`config.mk`:
```
export PLATFORM = sky130hd
export DESIGN_NAME = stopwatch_ctrl
export DESIGN_NICKNAME = d
export VERILOG_FILES = /design/src/rtl/stopwatch_ctrl.sv
export SDC_FILE = /design/constraint.sdc
export NUM_CORES = 1
export LEC_CHECK = 0
export BUFFER_PORTS_ARGS = -buffer_cell sky130_fd_sc_hd__buf_2
export CORE_MARGIN = 4
export CORE_UTILIZATION = 49
export CTS_BUF_LIST = sky130_fd_sc_hd__clkbuf_16
export CTS_CLUSTER_DIAMETER = 120
export DETAILED_ROUTE_END_ITERATION = 6
export PLACE_DENSITY = 0.75
export SYNTH_ARGS = -nofsm -noshare
export SYNTH_HDL_FRONTEND = slang
export SYNTH_SLANG_ARGS = --single-unit
```
`constraint.sdc`:
```
create_clock -name clk_used -period 2.79 [get_ports clk_used]
set_clock_uncertainty 0.2 [all_clocks]
set_input_delay 0.279 -clock clk_used [delete_from_list [all_inputs] [get_ports clk_used]]
set_output_delay 0.279 -clock clk_used [all_outputs]
set_load 0.1 [all_outputs]
```
`src/rtl/stopwatch_ctrl.sv`:
```
// rtl/stopwatch_ctrl.sv - run-control sequencer for the 4-digit BCD stopwatch counter
module stopwatch_ctrl #(
    parameter int ALARM_TICKS = 5000,
    parameter int ALARM_W     = 16
) (
    input  logic       clk_used,
    input  logic       rst_n,
    input  logic       tick,
    input  logic       adj_tick,
    input  logic       btn_go,
    input  logic       btn_clr,
    input  logic       btn_set,
    input  logic       btn_dir,
    input  logic       adj,
    input  logic       alarm_ack,
    input  logic [3:0] digit1,
    input  logic [3:0] digit2,
    input  logic [3:0] digit3,
    input  logic [3:0] digit4,
    output logic       cnt_rst,
    output logic       cnt_run,
    output logic       cnt_dir,
    output logic       alarm,
    output logic [2:0] state
);

    localparam logic [2:0] IDLE  = 3'd0;
    localparam logic [2:0] SET   = 3'd1;
    localparam logic [2:0] RUN   = 3'd2;
    localparam logic [2:0] PAUSE = 3'd3;
    localparam logic [2:0] DONE  = 3'd4;

    logic               dir_q;
    logic [ALARM_W-1:0] alarm_cnt;

    logic               at_9999;
    logic               at_0000;
    logic               term;
    logic               term_run;

    logic [2:0]         state_nx;
    logic               dir_nx;
    logic [ALARM_W-1:0] alarm_cnt_nx;
    logic               rst_nx;
    logic               run_nx;

    assign at_9999 = (digit1 == 4'd9) && (digit2 == 4'd9) && (digit3 == 4'd9) && (digit4 == 4'd9);
    assign at_0000 = (digit1 == 4'd0) && (digit2 == 4'd0) && (digit3 == 4'd0) && (digit4 == 4'd0);
    assign term    = cnt_dir ? at_9999 : at_0000;
    // Run gating uses the RUN direction so a tick arriving with the entry into RUN
    // (e.g. from SET, where cnt_dir is still forced up) is judged correctly.
    assign term_run = dir_q ? at_9999 : at_0000;

    always_comb begin
        state_nx     = state;
        dir_nx       = dir_q;
        alarm_cnt_nx = alarm_cnt;
        rst_nx       = 1'b0;
        if (state > DONE || btn_clr) begin
            state_nx = IDLE;
            rst_nx   = 1'b1;
        end else begin
            case (state)
                IDLE: begin
                    if (btn_go)       state_nx = RUN;
                    else if (btn_set) state_nx = SET;
                    else if (btn_dir) dir_nx   = ~dir_q;
                end
                SET: begin
                    if (btn_go)       state_nx = RUN;
                    else if (btn_set) state_nx = IDLE;
                end
                RUN: begin
                    if (btn_go)    state_nx = PAUSE;
                    else if (term) state_nx = DONE;
                end
                PAUSE: begin
                    if (btn_go)       state_nx = RUN;
                    else if (btn_dir) dir_nx   = ~dir_q;
                end
                DONE: begin
                    if (btn_go || alarm_ack) begin
                        state_nx = IDLE;
                    end else if (tick) begin
                        if (alarm_cnt == ALARM_W'(ALARM_TICKS - 1)) state_nx = IDLE;
                        else alarm_cnt_nx = alarm_cnt + ALARM_W'(1);
                    end
                end
                default: state_nx = IDLE;
            endcase
        end
        if (state_nx == DONE && state != DONE) alarm_cnt_nx = '0;
        run_nx = (state_nx == RUN && tick && !term_run) ||
                 (state_nx == SET && adj && adj_tick && !at_9999);
    end

    always_ff @(posedge clk_used or negedge rst_n) begin
        if (!rst_n) begin
            state     <= IDLE;
            cnt_rst   <= 1'b1;
            cnt_run   <= 1'b0;
            cnt_dir   <= 1'b1;
            dir_q     <= 1'b1;
            alarm     <= 1'b0;
            alarm_cnt <= '0;
        end else begin
            state     <= state_nx;
            cnt_rst   <= rst_nx;
            cnt_run   <= run_nx;
            cnt_dir   <= (state_nx == SET) ? 1'b1 : dir_nx;
            dir_q     <= dir_nx;
            alarm     <= (state_nx == DONE);
            alarm_cnt <= alarm_cnt_nx;
        end
    end

endmodule

```
==> results_tabular.tex, run 1 <==
\begin{tabular}{lr}
\hline
Metric & Value \\
\hline
\multicolumn{2}{l}{\textbf{Status}} \\
\quad Run status & completed \\
\multicolumn{2}{l}{\textbf{Die}} \\
\quad Number of standard-cell rows in the floorplan & 19 \\
\quad Die Width & 62.96 um \\
\quad Area inside the core boundary & 2829 um2 \\
\quad Die boundary height & 62.96 um \\
\quad Area of the die & 3964 um2 \\
\quad I/O pin total & 33 \\
\quad Initial standard-cell utilization of the core & 52.32\% \\
\multicolumn{2}{l}{\textbf{Placement}} \\
\quad Placer Congestion & 0.8111 \\
\quad Detail Placement HPWL & 2373 um \\
\quad Port Buffers & 32 \\
\quad Worst Setup Slack post-DPL & 333.1 ps \\
\multicolumn{2}{l}{\textbf{Clocking}} \\
\quad Insertion delay to the later sink of the worst-skew pair & 250 ps \\
\quad Num Clock Sinks & 24 \\
\quad Cts repair resizes & 0 \\
\quad Bufs on Longest Clock Path & 2 \\
\quad Count of H-tree levels built during CTS & 1 \\
\quad Clock Tree Root & sky130\_fd\_sc\_hd\_\_clkbuf\_16 \\
\quad Post-CTS clock slew at the launch and capture registers of the worst setup and hold paths & 60 ps \\
\quad CTS tree & yes \\
\quad Number of buffers created by CTS & 3 \\
\multicolumn{2}{l}{\textbf{STA}} \\
\quad Pin slew with the least headroom to its limit & 523.7 ps \\
\quad Fraction of the cycle the final worst path needs & 83.53\% \\
\quad Final hold viol count & 0 \\
\quad RSZ-0062 raised after global routing & false \\
\quad Number of slew-limit violations in the final report & 0 \\
\quad Setup-failing EPs final & 0 \\
\quad Fmax & 429.1 MHz \\
\quad Setup slack after layout & 459.4 ps \\
\quad Relative slew slack & 65.09\% \\
\quad Final sum of negative setup slack & 0 ps \\
\quad Worst Hold Margin & 93.32 ps \\
\quad Final critical delay including setup and external delays & 2331 ps \\
\multicolumn{2}{l}{\textbf{Synthesis}} \\
\quad Post-synth design cell area & 1480 um2 \\
\quad Proportion of register bits with asynchronous set or reset after synthesis & 100.0\% \\
\quad Synth area leaders & sky130\_fd\_sc\_hd\_\_dfrtp\_1 36\%, sky130\_fd\_sc\_hd\_\_xor2\_1 8.3\%, sky130\_fd\_sc\_hd\_\_dfstp\_2 5.3\%, sky130\_fd\_sc\_hd\_\_nand4\_1 4.6\%, sky130\_fd\_sc\_hd\_\_nor4\_4 4.3\% \\
\quad Number of distinct library cell variants in the gate-level netlist after synthesis & 42 \\
\quad Most numerous cell types in the synthesized netlist & 21 x sky130\_fd\_sc\_hd\_\_dfrtp\_1, 14 x sky130\_fd\_sc\_hd\_\_nor2\_1, 14 x sky130\_fd\_sc\_hd\_\_xor2\_1, 11 x sky130\_fd\_sc\_hd\_\_nand4\_1, 10 x sky130\_fd\_sc\_hd\_\_nor2\_2 \\
\quad Post-synthesis sequential area ratio & 40.83\% \\
\quad Number of enable-type register cells in the synthesized netlist & 0 \\
\quad Proportion of netlist area held by the largest area contributor & 35.50\% \\
\quad Total of flip-flops plus latches after synthesis & 24 \\
\quad Dominant cell by count in the synthesized netlist & sky130\_fd\_sc\_hd\_\_dfrtp\_1 \\
\quad Synth Instances & 141 \\
\quad Syn. warnings & 0 \\
\quad Mean cell area of the mapped netlist & 10.50 um2 \\
\quad Primary flip-flop cell chosen by synthesis mapping & sky130\_fd\_sc\_hd\_\_dfrtp\_1 \\
\quad Net count after synthesis & 168 \\
\quad Biggest area consumer among synthesized cells & sky130\_fd\_sc\_hd\_\_dfrtp\_1 \\
\multicolumn{2}{l}{\textbf{Detailed routing}} \\
\quad Detail-routed via count per cell & 5.803 \\
\quad Number of design-rule violations left by the first detailed-router iteration & 55 \\
\quad Antenna Violating Nets Remaining & 0 \\
\quad Total routed wirelength & 3081 um \\
\quad Total via count in the routed design & 1,207 \\
\quad Routed wire length per instance & 14.81 um \\
\quad Detailed-routing iteration count for the pre-antenna-repair pass & 4 \\
\quad Residual DRC & 0 \\
\multicolumn{2}{l}{\textbf{Setup path}} \\
\quad Worst setup EP type & flop \\
\quad Register-to-register setup slack & 460 ps \\
\quad Cell-by-cell listing of the critical path & or4b\_4, nor4\_4, nand3\_1, or3\_1, a21oi\_1 \\
\quad Slowest CP cell & sky130\_fd\_sc\_hd\_\_or4b\_4 \\
\quad Maximum fanout count along the critical path & 13 \\
\quad Slowest stage delay, CP & 580 ps \\
\quad Worst r2r dst & alarm\_cnt[13]\$\_DFFE\_PN0P\_ \\
\quad Setup crit start kind & flop \\
\quad Required time worst endpoint & 2770 ps \\
\quad R2r startpoint & state[0]\$\_DFF\_PN0\_ \\
\quad Data arrival time of the worst path & 2310 ps \\
\quad Critical setup path kind & reg -> reg \\
\quad Depth of the most critical reg-to-reg path & 5 \\
\multicolumn{2}{l}{\textbf{Global route}} \\
\quad Overall global routing resource usage & 16.65\% \\
\quad Largest net degree at the start of global routing & 25 \\
\quad Global-route wire length before repair & 5402 um \\
\quad Overflow left after global routing & 0 \\
\quad Number of global-route vias before repair & 1,220 \\
\quad Initial antenna violation count & 0 \\
\multicolumn{2}{l}{\textbf{Hold path}} \\
\quad Classification of the worst-slack hold path & in -> reg \\
\quad Terminating pin of the worst hold path & cnt\_run\$\_DFF\_PN0\_ \\
\quad Number of cells on the worst hold path & 3 \\
\quad Critical hold path startpoint & adj\_tick \\
\multicolumn{2}{l}{\textbf{Final layout}} \\
\quad Fraction of final layout cells sized beyond drive strength 1 & 36.72\% \\
\quad Synth-to-Final Area Change & 18.34\% \\
\quad Nets@finish & 205 \\
\quad Fraction of the core area covered by cells at the end of the flow & 61.92\% \\
\quad Number of inserted diodes & 0 \\
\multicolumn{2}{l}{\textbf{Power}} \\
\quad Static leakage & 0.0008133 uW \\
\quad Power per standard cell area & 503.4 nW/um2 \\
\quad Maximum resistive drop on vdd & 0.2823 mV \\
\multicolumn{2}{l}{\textbf{Run}} \\
\quad Count of max-cap constraint violations & 0 \\
\hline
\end{tabular}
[critical path: cells and delay by family (launching register included)]
family	cells	cell delay, ps
and+or+nand+nor	4	1410
DFF	1	520
AOI/OAI and AO/OA	1	140
[cells by family (layout without fill, tap and decap cells)]
group / Yosys count / count (layout) / share of synthesized area, %
buf+inv: 8 / 44 / 3.889
xor+xnor: 16 / 16 / 9.468
compound gates: 11 / 11 / 5.072
mux: 4 / 4 / 2.958
fa+ha+maj: 1 / 1 / 0.8452
simple gates: 77 / 77 / 36.94
flops: 24 / 24 / 40.83
[worst max-delay path by stage]
stage	start	end	cells after the start
after floorplan	state[2]$_DFF_PN0_	alarm_cnt[13]$_DFFE_PN0P_	5
after global placement	digit3[1]	alarm$_DFF_PN0_	6
after detailed placement	digit3[1]	alarm_cnt[2]$_DFFE_PN0P_	7
after CTS	state[0]$_DFF_PN0_	alarm_cnt[13]$_DFFE_PN0P_	5
after global routing	state[0]$_DFF_PN0_	alarm_cnt[13]$_DFFE_PN0P_	5
final	state[0]$_DFF_PN0_	alarm_cnt[13]$_DFFE_PN0P_	5
[placed cells by master, fill, tap and decap left out, types with 4 or more instances in the layout]
cell type and n:
sky130_fd_sc_hd__nor2_1 14, sky130_fd_sc_hd__nor2_2 10, sky130_fd_sc_hd__buf_2 32, sky130_fd_sc_hd__dfrtp_1 21
sky130_fd_sc_hd__a21oi_1 4, sky130_fd_sc_hd__nand4_1 11, sky130_fd_sc_hd__nand3_1 6, sky130_fd_sc_hd__buf_4 4
sky130_fd_sc_hd__xor2_1 14
[layer usage]
metal / GRT usage [%] / routed length (um)
met3: 2.698 / 120
met5: 0 / 0
met4: 6.612 / 61
met2: 29.78 / 1582
met1: 19.66 / 1317
[metrics by stage]
step | power, uW | std cells | instance area, um2
2_1_floorplan | 544.3 | 141 | 1480
3_3_place_gp | 583.5 | 203 | 1663
3_5_place_dp | 585.7 | 203 | 1663
4_1_cts | 892.8 | 208 | 1752
5_1_grt | 922.4 | 208 | 1752
6_report | 881.9 | 208 | 1752
[registers in the layout (all words and copies together) (netlist names)]
signal / cells
alarm_cnt: 16
dir_q: 1
cnt_rst: 1
state: 3
alarm: 1
cnt_run: 1
cnt_dir: 1
[repair_timing]
action	CTS	global route
buffers inserted	0	0
hold buffers	1	0
endpoints found under the hold margin	21	0
[cell type report]
class,instances,area (um2)
Clock buffer,3,75.07
Fill cell,231,1077
Multi-Input combinational cell,109,818.3
Clock inverter,1,3.754
Tap cell,31,38.79
Timing Repair Buffer,37,200.2
Inverter,3,11.26
Sequential cell,24,604.3
[where the power goes]
group          switching [uW]  internal (uW)  leakage (uW)
registers                22.1            379      0.000317
clock network             110            191     0.0000385
logic                     127           52.7      0.000458
(Power assumes the default switching activity.)
==> run 2: changes to the inputs <==
- clock period: 2.79 -> 2.25 ns (I/O delays scaled with it)
==> results_tabular.tex, run 2 (same netlist as run 1, synthesis figures left out) <==
\begin{tabular}{lr}
\hline
Metric & Value \\
\hline
\multicolumn{2}{l}{\textbf{Global route}} \\
\quad Largest net degree at the start of global routing & 25 (unchanged) \\
\quad Initial antenna violation count & 0 (unchanged) \\
\quad Overflow left after global routing & 0 (unchanged) \\
\quad Global-route wire length before repair & 5692 um (+5.4\%) \\
\quad Overall global routing resource usage & 18.17\% (+1.5 points) \\
\quad Number of global-route vias before repair & 1,299 (+6.5\%) \\
\multicolumn{2}{l}{\textbf{Status}} \\
\quad Run status & completed \\
\multicolumn{2}{l}{\textbf{Setup path}} \\
\quad Worst setup EP type & flop \\
\quad Depth of the most critical reg-to-reg path & 6 (+1) \\
\quad R2r startpoint & state[1]\$\_DFF\_PN0\_ \\
\quad Critical setup path kind & reg -> reg \\
\quad Maximum fanout count along the critical path & 7 (-6) \\
\quad Register-to-register setup slack & 60 ps (-400 ps) \\
\quad Required time worst endpoint & 2200 ps (-570 ps) \\
\quad Critical Path Sink & alarm\_cnt[6]\$\_DFFE\_PN0P\_ \\
\quad Worst r2r dst & alarm\_cnt[6]\$\_DFFE\_PN0P\_ \\
\quad Startpoint of the worst setup timing path & state[1]\$\_DFF\_PN0\_ \\
\quad Setup crit start kind & flop \\
\quad Data arrival time of the worst path & 2140 ps (-170 ps) \\
\multicolumn{2}{l}{\textbf{Final layout}} \\
\quad Count of placed standard cells in the final layout, fillers left out & 214 (+2.9\%) \\
\quad Largest Register & alarm\_cnt \\
\quad Fraction of final layout cells sized beyond drive strength 1 & 41.53\% (+4.8 points) \\
\quad Fraction of the core area covered by cells at the end of the flow & 65.63\% (+3.7 points) \\
\quad Nets@finish & 211 (+2.9\%) \\
\quad Flip-flop count of the largest register, all copies and words added & 16 (unchanged) \\
\quad Number of inserted diodes & 0 (unchanged) \\
\quad Area used by multi-input combinational logic & 830.8 um2 (+1.5\%) \\
\quad Sequential cell area & 613.1 um2 (+1.4\%) \\
\quad Most common library cell in the layout ignoring fill and taps & sky130\_fd\_sc\_hd\_\_buf\_2 \\
\quad Fillers & 213 (-7.8\%) \\
\quad Commonest non-fill, non-tap cells in the layout & 32 x sky130\_fd\_sc\_hd\_\_buf\_2, 18 x sky130\_fd\_sc\_hd\_\_dfrtp\_1, 14 x sky130\_fd\_sc\_hd\_\_nor2\_1, 14 x sky130\_fd\_sc\_hd\_\_xor2\_1, 11 x sky130\_fd\_sc\_hd\_\_nand4\_1 \\
\quad Synth-to-Final Area Change & 25.44\% \\
\quad Regs by FF count & alarm\_cnt x16, state x3 \\
\multicolumn{2}{l}{\textbf{Detailed routing}} \\
\quad Detailed-routing iteration count for the pre-antenna-repair pass & 4 (unchanged) \\
\quad Total via count in the routed design & 1,239 (+2.7\%) \\
\quad Residual DRC & 0 (unchanged) \\
\quad Number of design-rule violations left by the first detailed-router iteration & 56 (+1.8\%) \\
\quad Routed wire length per instance & 15.82 um (+6.8\%) \\
\quad Total routed wirelength & 3385 um (+9.9\%) \\
\quad Detail-routed via count per cell & 5.790 (-0.23\%) \\
\quad Antenna Violating Nets Remaining & 0 (unchanged) \\
\multicolumn{2}{l}{\textbf{Placement}} \\
\quad Port Buffers & 32 (unchanged) \\
\quad Cell total after placement & 207 (+2.0\%) \\
\quad Detail Placement HPWL & 2470 um (+4.1\%) \\
\quad Worst Setup Slack post-DPL & -144.4 ps (-477.5 ps) \\
\quad Placer Congestion & 0.8381 (+3.3\%) \\
\multicolumn{2}{l}{\textbf{Die}} \\
\quad Die Width & 62.96 um (unchanged) \\
\quad Number of standard-cell rows in the floorplan & 19 (unchanged) \\
\quad Area inside the core boundary & 2829 um2 (unchanged) \\
\quad Die boundary height & 62.96 um (unchanged) \\
\quad Initial standard-cell utilization of the core & 52.32\% (unchanged) \\
\quad I/O pin total & 33 (unchanged) \\
\quad Area of the die & 3964 um2 (unchanged) \\
\multicolumn{2}{l}{\textbf{Clocking}} \\
\quad Post-CTS clock slew at the launch and capture registers of the worst setup and hold paths & 60 ps (about the same) \\
\quad Count of H-tree levels built during CTS & 1 (unchanged) \\
\quad Num Clock Sinks & 24 (unchanged) \\
\quad Bufs on Longest Clock Path & 2 (unchanged) \\
\quad CTS tree & yes \\
\quad Clock Tree Root & sky130\_fd\_sc\_hd\_\_clkbuf\_16 \\
\quad Insertion delay to the later sink of the worst-skew pair & 260 ps (about the same) \\
\quad Number of buffers created by CTS & 3 (unchanged) \\
\multicolumn{2}{l}{\textbf{Power}} \\
\quad Power per standard cell area & 667.5 nW/um2 (+33\%) \\
\quad Internal Pwr Total & 896.8 uW (+44\%) \\
\quad Clock network fraction of design power & 40.7\% (+6.5 points) \\
\quad Sequential group share of total power & 40.1\% (-5.3 points) \\
\quad Static leakage & 0.0008450 uW (+3.9\%) \\
\quad Total design power & 1239 uW (+41\%) \\
\quad Share of power burned in combinational logic & 19.2\% (-1.2 points) \\
\quad Fraction of power spent switching nets & 27.64\% (-1.8 points) \\
\quad Switching component of the power & 342.6 uW (+32\%) \\
\quad Maximum resistive drop on vdd & 0.5631 mV (+99\%) \\
\multicolumn{2}{l}{\textbf{STA}} \\
\quad RSZ-0062 raised after global routing & true \\
\quad Worst Hold Margin & 39.15 ps (-54.16 ps) \\
\quad Fraction of the cycle the final worst path needs & 97.38\% (+14 points) \\
\quad Final critical delay including setup and external delays & 2191 ps (-139.5 ps) \\
\quad Setup-failing EPs final & 0 (unchanged) \\
\quad Fmax & 456.4 MHz (+6.4\%) \\
\quad Number of slew-limit violations in the final report & 0 (unchanged) \\
\quad Setup slack after layout & 58.91 ps (-400.5 ps) \\
\quad Pin slew with the least headroom to its limit & 506.3 ps (-17.45 ps) \\
\quad Final hold viol count & 0 (unchanged) \\
\quad Relative slew slack & 66.25\% (+1.2 points) \\
\multicolumn{2}{l}{\textbf{Hold path}} \\
\quad Classification of the worst-slack hold path & in -> reg \\
\multicolumn{2}{l}{\textbf{Run}} \\
\quad Count of max-cap constraint violations & 0 (unchanged) \\
\hline
\end{tabular}
run 2: cell types whose count changed in the layout (fill, tap and decap cells not counted), sizes merged:
| cell | before | now |
|---|---|---|
| buf | 36 | 42 |
| bufinv | 0 | 1 |
| clkinv | 1 | 0 |
run 2: repair_timing:
| item | in CTS | in global routing |
|---|---|---|
| endpoints found under the hold margin | 21 | 0 |
| setup buffers | 0 | 2 |
| endpoints found under the setup margin | 0 | 13 |
| hold buffers | 1 | 0 |
| gates resized for setup | 0 | 3 |
run 2: through the flow:
step | setup TNS (ps) | area, um2
2_1_floorplan | -1024 | 1489
6_report | 0 | 1857
5_1_grt | -554.2 | 1857
4_1_cts | 0 | 1829
3_5_place_dp | -2282 | 1714
3_3_place_gp | -1455 | 1714
run 2: cell type report:
class	count	share of cell area, %
repair buffers	43	13.88
inverters	3	0.6065
well taps	31	2.089
flip-flops and latches	24	33.02
clock inverters	1	1.617
clock buffers	3	4.043
multi-input cells	109	44.74
run 2: power by group through the flow:
stage	Combinational (uW)	Clock [uW]	Sequential, uW
CTS	237	512	493
floorplan	70.2	0	606
detailed placement	235	0	501
global placement	230	0	501
finish	238	504	497
global route	252	542	501
run 2: worst max-delay path, cell delays in order (launching register included):
cell and delay (ps):
sky130_fd_sc_hd__dfrtp_4 470, sky130_fd_sc_hd__or4b_4 580, sky130_fd_sc_hd__nor4_2 230, sky130_fd_sc_hd__buf_4 190, sky130_fd_sc_hd__nand4_1 130, sky130_fd_sc_hd__xnor2_1 230, sky130_fd_sc_hd__nor2_2 50
run 2: worst min path at each step:
stage | start | endpoint | slack [ps] | cells after the start
2_1_floorplan | rst_n | alarm$_DFF_PN0_ | -270 | 0
3_3_place_gp | rst_n | alarm$_DFF_PN0_ | 30 | 1
3_5_place_dp | rst_n | state[1]$_DFF_PN0_ | 30 | 1
4_1_cts | adj_tick | cnt_run$_DFF_PN0_ | 40 | 3
5_1_grt | adj_tick | cnt_run$_DFF_PN0_ | 60 | 3
6_report | adj_tick | cnt_run$_DFF_PN0_ | 40 | 3
run 2: per-layer routing:
layer	GRT usage [%]	part of all wire (%)
met5	0	0
met4	7.713	1.7
met3	2.338	3.8
met2	31.88	50
met1	22.12	45
